### config.mk
export PLATFORM = sky130hd
export DESIGN_NAME = ack_generator
export DESIGN_NICKNAME = d
export VERILOG_FILES = /design/src/rtl/ack_generator_pkg.sv /design/src/rtl/ack_generator.sv
export SDC_FILE = /design/constraint.sdc
export NUM_CORES = 1
export LEC_CHECK = 0
export BUFFER_PORTS_ARGS = -buffer_cell sky130_fd_sc_hd__buf_4
export CORE_AREA = 2 2 39 41
export DETAILED_ROUTE_END_ITERATION = 6
export DIE_AREA = 0 0 41 43
export PLACE_DENSITY = 0.73
export SLEW_MARGIN = 10
export SYNTH_ARGS = -nofsm -noshare
export SYNTH_HDL_FRONTEND = slang
export SYNTH_SLANG_ARGS = --single-unit
export TNS_END_PERCENT = 5
### constraint.sdc
create_clock -name clk -period 1.1 [get_ports clk]
set_input_delay 0.11 -clock clk [delete_from_list [all_inputs] [get_ports clk]]
set_output_delay 0.11 -clock clk [all_outputs]
set_load 0.005 [all_outputs]
### src/rtl/ack_generator_pkg.sv
// ack_generator_pkg
//   Shared types and bus-level constants for the receiver ACK slot driver.
//   ack_state_t : FSM state encoding (IDLE, ARMED, DRIVE, DELIM)
//   DOMINANT    : bus level 0 (an ACK)
//   RECESSIVE   : bus level 1 (idle / not driving)
package ack_generator_pkg;

   typedef enum logic [1:0] {
      IDLE  = 2'd0,
      ARMED = 2'd1,
      DRIVE = 2'd2,
      DELIM = 2'd3
   } ack_state_t;

   localparam logic DOMINANT  = 1'b0;
   localparam logic RECESSIVE = 1'b1;

endpackage

### src/rtl/ack_generator.sv
// ack_generator
//   Receiver-side ACK slot driver. After a frame is received with a good CRC,
//   it drives one dominant bit in the ACK slot and then checks the ACK
//   delimiter for a form error. ack_tx_bit is ANDed with the TX bitstream.
//
//   state | meaning
//   IDLE  | nothing pending, bus released
//   ARMED | good CRC seen, waiting for the ACK slot bit start
//   DRIVE | driving dominant for the single ACK slot bit
//   DELIM | released, waiting to sample the ACK delimiter
//
// Ports
//   clk          : controller clock
//   g_rst        : asynchronous active-high reset
//   tx_pt        : one-clk pulse at the bit-start point
//   smpl_pt      : one-clk pulse at the sample point
//   sampled_bit  : bus value at smpl_pt (0 = dominant)
//   ack_slt      : high during the ACK slot bit
//   ack_dlm      : high during the ACK delimiter bit
//   crc_chk_done : one-clk pulse when the CRC compare completes
//   crc_ok       : CRC matched, qualified by crc_chk_done
//   rx_role      : node is a receiver of the current frame
//   err_frm_tx   : error frame in progress (abort)
//   bus_off      : node is bus-off (abort)
//   ack_tx_bit   : registered bus drive value (0 = dominant ACK)
//   ack_bit_err  : pulse, bus recessive while driving the ACK
//   ack_dlm_err  : pulse, dominant sampled in the ACK delimiter
//   ack_sent     : pulse, ACK slot and delimiter completed cleanly
module ack_generator
   import ack_generator_pkg::*;
#(
   parameter int MAX_WAIT_BITS = 4,
   parameter int CNT_W         = 3
) (
   input  logic clk,
   input  logic g_rst,
   input  logic tx_pt,
   input  logic smpl_pt,
   input  logic sampled_bit,
   input  logic ack_slt,
   input  logic ack_dlm,
   input  logic crc_chk_done,
   input  logic crc_ok,
   input  logic rx_role,
   input  logic err_frm_tx,
   input  logic bus_off,
   output logic ack_tx_bit,
   output logic ack_bit_err,
   output logic ack_dlm_err,
   output logic ack_sent
);

   localparam logic [CNT_W-1:0] MAX_CNT = CNT_W'(MAX_WAIT_BITS);

   ack_state_t       state, state_next;
   logic [CNT_W-1:0] cnt, cnt_next, cnt_sat;
   logic             bit_err_flag, bit_err_flag_next;
   logic             tx_bit_next;
   logic             bit_err_next, dlm_err_next, sent_next;
   logic             abort;

   assign abort   = err_frm_tx | bus_off;
   assign cnt_sat = (cnt >= MAX_CNT) ? MAX_CNT : cnt + CNT_W'(1);

   always_ff @(posedge clk or posedge g_rst) begin
      if (g_rst) begin
         state        <= IDLE;
         cnt          <= '0;
         bit_err_flag <= 1'b0;
         ack_tx_bit   <= RECESSIVE;
         ack_bit_err  <= 1'b0;
         ack_dlm_err  <= 1'b0;
         ack_sent     <= 1'b0;
      end else begin
         state        <= state_next;
         cnt          <= cnt_next;
         bit_err_flag <= bit_err_flag_next;
         ack_tx_bit   <= tx_bit_next;
         ack_bit_err  <= bit_err_next;
         ack_dlm_err  <= dlm_err_next;
         ack_sent     <= sent_next;
      end
   end

   always_comb begin
      state_next        = state;
      cnt_next          = cnt;
      bit_err_flag_next = bit_err_flag;
      bit_err_next      = 1'b0;
      dlm_err_next      = 1'b0;
      sent_next         = 1'b0;

      if (abort) begin
         state_next = IDLE;
         cnt_next   = '0;
      end else begin
         unique case (state)
            IDLE: begin
               cnt_next = '0;
               if (crc_chk_done && crc_ok && rx_role) begin
                  state_next = ARMED;
               end
            end
            ARMED: begin
               if (tx_pt) begin
                  if (ack_slt) begin
                     state_next = DRIVE;
                     cnt_next   = '0;
                  end else if (cnt_sat >= MAX_CNT) begin
                     state_next = IDLE;
                     cnt_next   = '0;
                  end else begin
                     cnt_next = cnt_sat;
                  end
               end
            end
            DRIVE: begin
               // Any bit start ends the drive: exactly one bit is ever driven.
               // A bit start that is not the delimiter means framing was lost.
               if (tx_pt) begin
                  state_next = ack_dlm ? DELIM : IDLE;
               end else if (smpl_pt && sampled_bit) begin
                  bit_err_next      = 1'b1;
                  bit_err_flag_next = 1'b1;
               end
            end
            DELIM: begin
               // A new bit start before the delimiter sample means the
               // delimiter was missed; give up without reporting anything.
               if (tx_pt) begin
                  state_next = IDLE;
               end else if (smpl_pt && ack_dlm) begin
                  state_next = IDLE;
                  if (sampled_bit == DOMINANT) begin
                     dlm_err_next = 1'b1;
                  end else if (!bit_err_flag) begin
                     sent_next = 1'b1;
                  end
               end
            end
            default: state_next = IDLE;
         endcase
      end

      if (state_next == IDLE) begin
         bit_err_flag_next = 1'b0;
      end

      tx_bit_next = (state_next == DRIVE) ? DOMINANT : RECESSIVE;
   end

endmodule

== Word level (Yosys, flattened, before mapping) ==
Cells that the tools add are included.
Storage, ports and cells
  register bits: 10
  input port bits: 12
  output and inout port bits: 4
  logic and storage cells: 66
Operators by class
  add/sub/neg operators: 1
  order comparisons: 2
  eq/ne operators: 7
  muxes and demuxes: 37
  bitwise gates (word level): 1
  reduce and logical (&&, ||, !) cells: 11
Operator list (count)
  2-to-1 mux 1 bit: 21
  2-to-1 mux 2 bit: 9
  2-to-1 mux 3 bit: 5
  case mux 2 bit (4 select lines): 1
  equality test 2 bit (second input constant): 3
  greater-or-equal comparator 3 bit (second input constant): 2
  case mux 3 bit (2 select lines): 1
  logical AND 1 bit: 4
  logical NOT 2 bit: 2
  inequality test 2 x 1 -> 1 bit (second input constant): 2
  AND reduction 4 bit: 1
  nonzero test 2 bit: 2
  adder 3 x 1 -> 3 bit (second input constant): 1
  inequality test 3 bit (second input constant): 1
  nonzero test 3 bit: 1
  equality test 2 x 1 -> 1 bit (second input constant): 1
  AND reduction 2 bit: 1
  bitwise OR 1 bit: 1

== Depth between registers and ports, before layout ==
  depth in word-level cells: 11
  mapped depth: 5
  depth with buffers taken out: 5

== Worst setup path after synthesis ==
OpenSTA, ideal clock, no wires.
  kind: reg2reg
  start point: register cnt[0]
  end point: register cnt[0]
  setup time: 72 ps
  data arrival time: 1178 ps
  data required time: 1028 ps
  setup slack: -150 ps
  cell stages (with the launch flop): 6
  path buffers: 0
  clock period less this slack: 1250 ps
  path through: dfrtp_1 ha_1 nor4b_1 and3_1 a21oi_1 nor2_1
Between the ends
  cells in the longest elaborated chain, start to end: 8
  elaborated cells on any way between the ends: 9
  those cells by class: add/sub: 1; order compare: 2; mux: 6
Ends and longest elaborated chain
  start: declaration: line ack_generator.sv:56  | logic [CNT_W-1:0] cnt, cnt_next, cnt_sat;
  start signal: assignment: line ack_generator.sv:76  | cnt <= cnt_next;
  adder 3 x 1 -> 3 bit or greater-or-equal comparator 3 bit (tied branches): line ack_generator.sv:63  | assign cnt_sat = (cnt >= MAX_CNT) ? MAX_CNT : cnt + CNT_W'(1);
  2-to-1 mux 3 bit (*): line ack_generator.sv:63
  greater-or-equal comparator 3 bit: line ack_generator.sv:109  | end else if (cnt_sat >= MAX_CNT) begin
  2-to-1 mux 3 bit (*): line ack_generator.sv:109
  2-to-1 mux 3 bit (*): line ack_generator.sv:106  | if (ack_slt) begin
  2-to-1 mux 3 bit (*): line ack_generator.sv:105  | if (tx_pt) begin
  case mux 3 bit (2 select lines) (*): line ack_generator.sv:97  | unique case (state)
  2-to-1 mux 3 bit (*): line ack_generator.sv:93  | if (abort) begin
Mark *: on every way between the ends. The rest lies on a longest branch, timed or not. The select of a mux whose other input is x is not followed.
A chain may end at the register's enable or synchronous reset.

== Worst setup path in the final report ==
  start point: register state[0]
  end point: register bit_err_flag
Between the ends
  elaborated cells on any way between the ends: 20
  those cells by class: eq/ne: 5; mux: 10; reduce/logical: 5
RTL lines
  start: declaration: line ack_generator.sv:55  | ack_state_t state, state_next;
  start signal: assignment: line ack_generator.sv:75  | state <= state_next;
  equality test 2 bit, or another cell as far along: line ack_generator.sv:97
  case mux 2 bit (4 select lines) (*): line ack_generator.sv:97
  2-to-1 mux 2 bit (*): line ack_generator.sv:93
  net state_next[1]: line ack_generator.sv:55
  logical NOT 2 bit (*): line ack_generator.sv:145  | if (state_next == IDLE) begin
  inequality test 2 x 1 -> 1 bit (no source line) or nonzero test 2 bit (tied branches)
  AND reduction 4 bit (no source line)
  end signal: assignment: line ack_generator.sv:77  | bit_err_flag <= bit_err_flag_next;
  end: declaration: line ack_generator.sv:57  | logic bit_err_flag, bit_err_flag_next;
Mark *: on every way through the listed nets, which the timed path passes. The rest lies on a longest branch.

==> flow_metrics.tcl <==
set metrics [dict create \
    status "finished with violations" \
    violations "setup timing" \
    worstPathCellList "buf_4 -> o21ai_0 -> a21oi_4 -> o2bb2ai_2" \
    r2r-start "state[0]" \
    min_from "ack_dlm" \
    routed-via-count 486 \
    finalCritPeriodShare_pct 111 \
    gp_congestion 0.703 \
    htree_levels 1 \
    grt_overflow_total 0 \
    drtAntennaViolNets 0 \
    synth_top_family_by_area "simple AND/OR/NAND/NOR gates" \
    fin_crit_ns 1.22 \
    antennaDiodeCount 0 \
    grt_usage_pct 15.5 \
    grt_pass1_vias 455 \
    cp-end-kind "flip-flop" \
    fp-row-count 14 \
    finalNetCount 94 \
    chipWidth_um 41 \
    async_reset_ff_share_pct 100 \
    max_slew_margin_pct 75.2 \
    fin_cells 95 \
    hold_viol 0 \
    ir_worst_vdd_mv 0.500 \
    timing.critical_path.buf_inv 1 \
    cts_tree "yes" \
    core_region_area_um2 1380 \
    syn_area_per_cell_um2 10.2 \
    synth_compound_area_share_pct 19.2 \
    drive_gt1_share_pct 51.9 \
    drtPass1Iterations 4 \
    cp_top_family "compound AO/OA/AOI/OAI gates" \
    worst-endpoint-arrival_ns 1.36 \
    yosys_warnings 0 \
    ys.flop_type "dfrtp_1" \
    route.detailed.drc 0 \
    synth_mux_area_share_pct 0 \
    r2r_slack_ns -0.12 \
    rsz0062_at_grt "true" \
    tns_ns -0.467 \
    synth_top_cell_by_area "dfrtp_1" \
    synth_nets 65 \
    ioPinCount 16 \
    post_drt_wl_per_cell_um 11.8 \
    synth.most_common_cell "dfrtp_1" \
    syn-cell-area_um2 520 \
    min_path_cells 3 \
    p_per_area_nw_per_um2 872 \
    fmax_mhz 820 \
    crit_start "state[0]" \
    synthXorXnorAreaFrac_pct 0 \
    slowest_delay_ns 0.45 \
    setup.worst_path.start_class "flip-flop" \
    placedCellCount 89 \
    cts_sinks 10 \
    grt_max_degree 11 \
    grt_antenna_before_repair 0 \
    hp-class "in -> reg" \
    synth-edff-count 0 \
    root_buffer "clkbuf_4" \
    insertion_delay_ns 0.25 \
    grt_first_pass_wirelength_um 1810 \
    rr_worst_depth 4 \
    setup_violations 6 \
    clk_path_buf_depth 2 \
    netlist_top_cells_area "dfrtp_1 43%, dfstp_2 5.0%, ha_1 4.8%" \
    synth_common_cells "9 x dfrtp_1, 5 x inv_1, 5 x nor2_1, 4 x a21oi_1, 3 x nand2_1" \
    drtIter0Drc 5 \
    fin_ws_ns -0.119 \
    start_util_pct 37.6 \
    clk_transition_reported_paths_ns 0.06 \
    synthAdderAreaFrac_pct 4.81 \
    ys_types 27 \
    wl_um 1130 \
    final_max_slew_viol_count 0 \
    required_ns 1.24 \
    fin_skew_ns 0.00472 \
    path_max_fanout 8 \
    netlist.area_leader.share_pct 43.3 \
    power.static_leakage_nw 0.384 \
    via_per_inst 5.12 \
    synth-simple-area-share_pct 24.0 \
    cts_made_buffers 3 \
    yosys_register_bits 10 \
    critical_path_class "reg -> reg" \
    dieArea_um2 1760 \
    die_h_um 43 \
    synthCells 51 \
    r2r_end "bit_err_flag" \
    critPathSlowestCell "dfrtp_2" \
    holdWs_ns 0.174 \
    syn2layout_area_growth_pct 56.0 \
    ys_seq_area_share_pct 48.3 \
    worstMarginPinSlew_ns 0.368 \
    portBuffers 15 \
    fin_util_pct 58.7 \
    hold_path_end "ack_dlm_err" \
    max-cap-violations 0 \
]
metal layers:
metal	vias to the layer above	share of wire, %	GRT usage (%)	wire [um]
met2	14	51	22.2	573
met4	0	1.2	8.00	14
li1	238	-	-	-
met1	232	43	20.1	488
met3	2	4.3	4.71	48
met5	-	0	0	0
registers in the layout, indices dropped and copies added (netlist names):
| name | flops |
|---|---|
| cnt | 3 |
| state | 2 |
| ack_bit_err | 1 |
| ack_dlm_err | 1 |
| ack_sent | 1 |
| ack_tx_bit | 1 |
| bit_err_flag | 1 |
final cells by class:
class / count / area, um2
Clock buffer: 4 / 26.3
Fill cell: 111 / 572
Inverter: 5 / 18.8
Multi-Input combinational cell: 36 / 305
Sequential cell: 10 / 253
Tap cell: 16 / 20.0
Timing Repair Buffer: 24 / 189
layout by cell type, fill, tap and decap left out, types with 2 or more instances in the layout:
cell type / netlist / final
dfrtp_1: 9 / 8
nand2_1: 3 / 3
a21oi_1: 4 / 3
dlygate4sd3_1: 0 / 2
o21ai_0: 2 / 2
clkbuf_4: 0 / 3
and3_1: 2 / 2
inv_1: 5 / 4
buf_4: 0 / 21
nor2_1: 5 / 5
worst max path at each step:
stage                    to  slack (ns)  cells after the start
2_1_floorplan        cnt[0]       -0.03                      5
3_3_place_gp   bit_err_flag       -0.07                      4
3_5_place_dp         cnt[0]       -0.10                      5
4_1_cts              cnt[0]       -0.13                      5
5_1_grt        bit_err_flag       -0.17                      4
6_report       bit_err_flag       -0.12                      4
kinds of logic (layout without fill, tap and decap cells):
| group | count (synthesis) | in the layout |
|---|---|---|
| simple gates | 21 | 21 |
| compound gates | 13 | 13 |
| flops | 10 | 10 |
| buf+inv | 5 | 33 |
| fa+ha+maj | 2 | 2 |
metrics by stage:
stage | power, mW | area [um2] | setup WS, ns
floorplan | 0.404 | 538 | -0.0345
global placement | 0.451 | 723 | -0.0708
detailed placement | 0.452 | 723 | -0.105
CTS | 0.714 | 764 | -0.127
global route | 0.753 | 812 | -0.171
finish | 0.708 | 812 | -0.119
power breakdown:
group / internal [mW] / total (mW) / switching [mW]
Sequential: 0.369 / 0.371 / 0.00166
Clock: 0.140 / 0.253 / 0.113
Combinational: 0.0480 / 0.0848 / 0.0368
what timing repair did:
action	CTS	global route
cloned	0	0
pin swaps	0	4
hold buffers	1	1
hold endpoints to repair	9	1
setup buffers	0	0
resized for setup	1	8
endpoints found under the setup margin	7	8
worst register-to-register path, cell delays in order, from the launching register on:
cell,delay [ns]
dfrtp_2,0.45
buf_4,0.15
o21ai_0,0.31
a21oi_4,0.07
o2bb2ai_2,0.13
No activity file was read; power rests on OpenSTA's default activity.
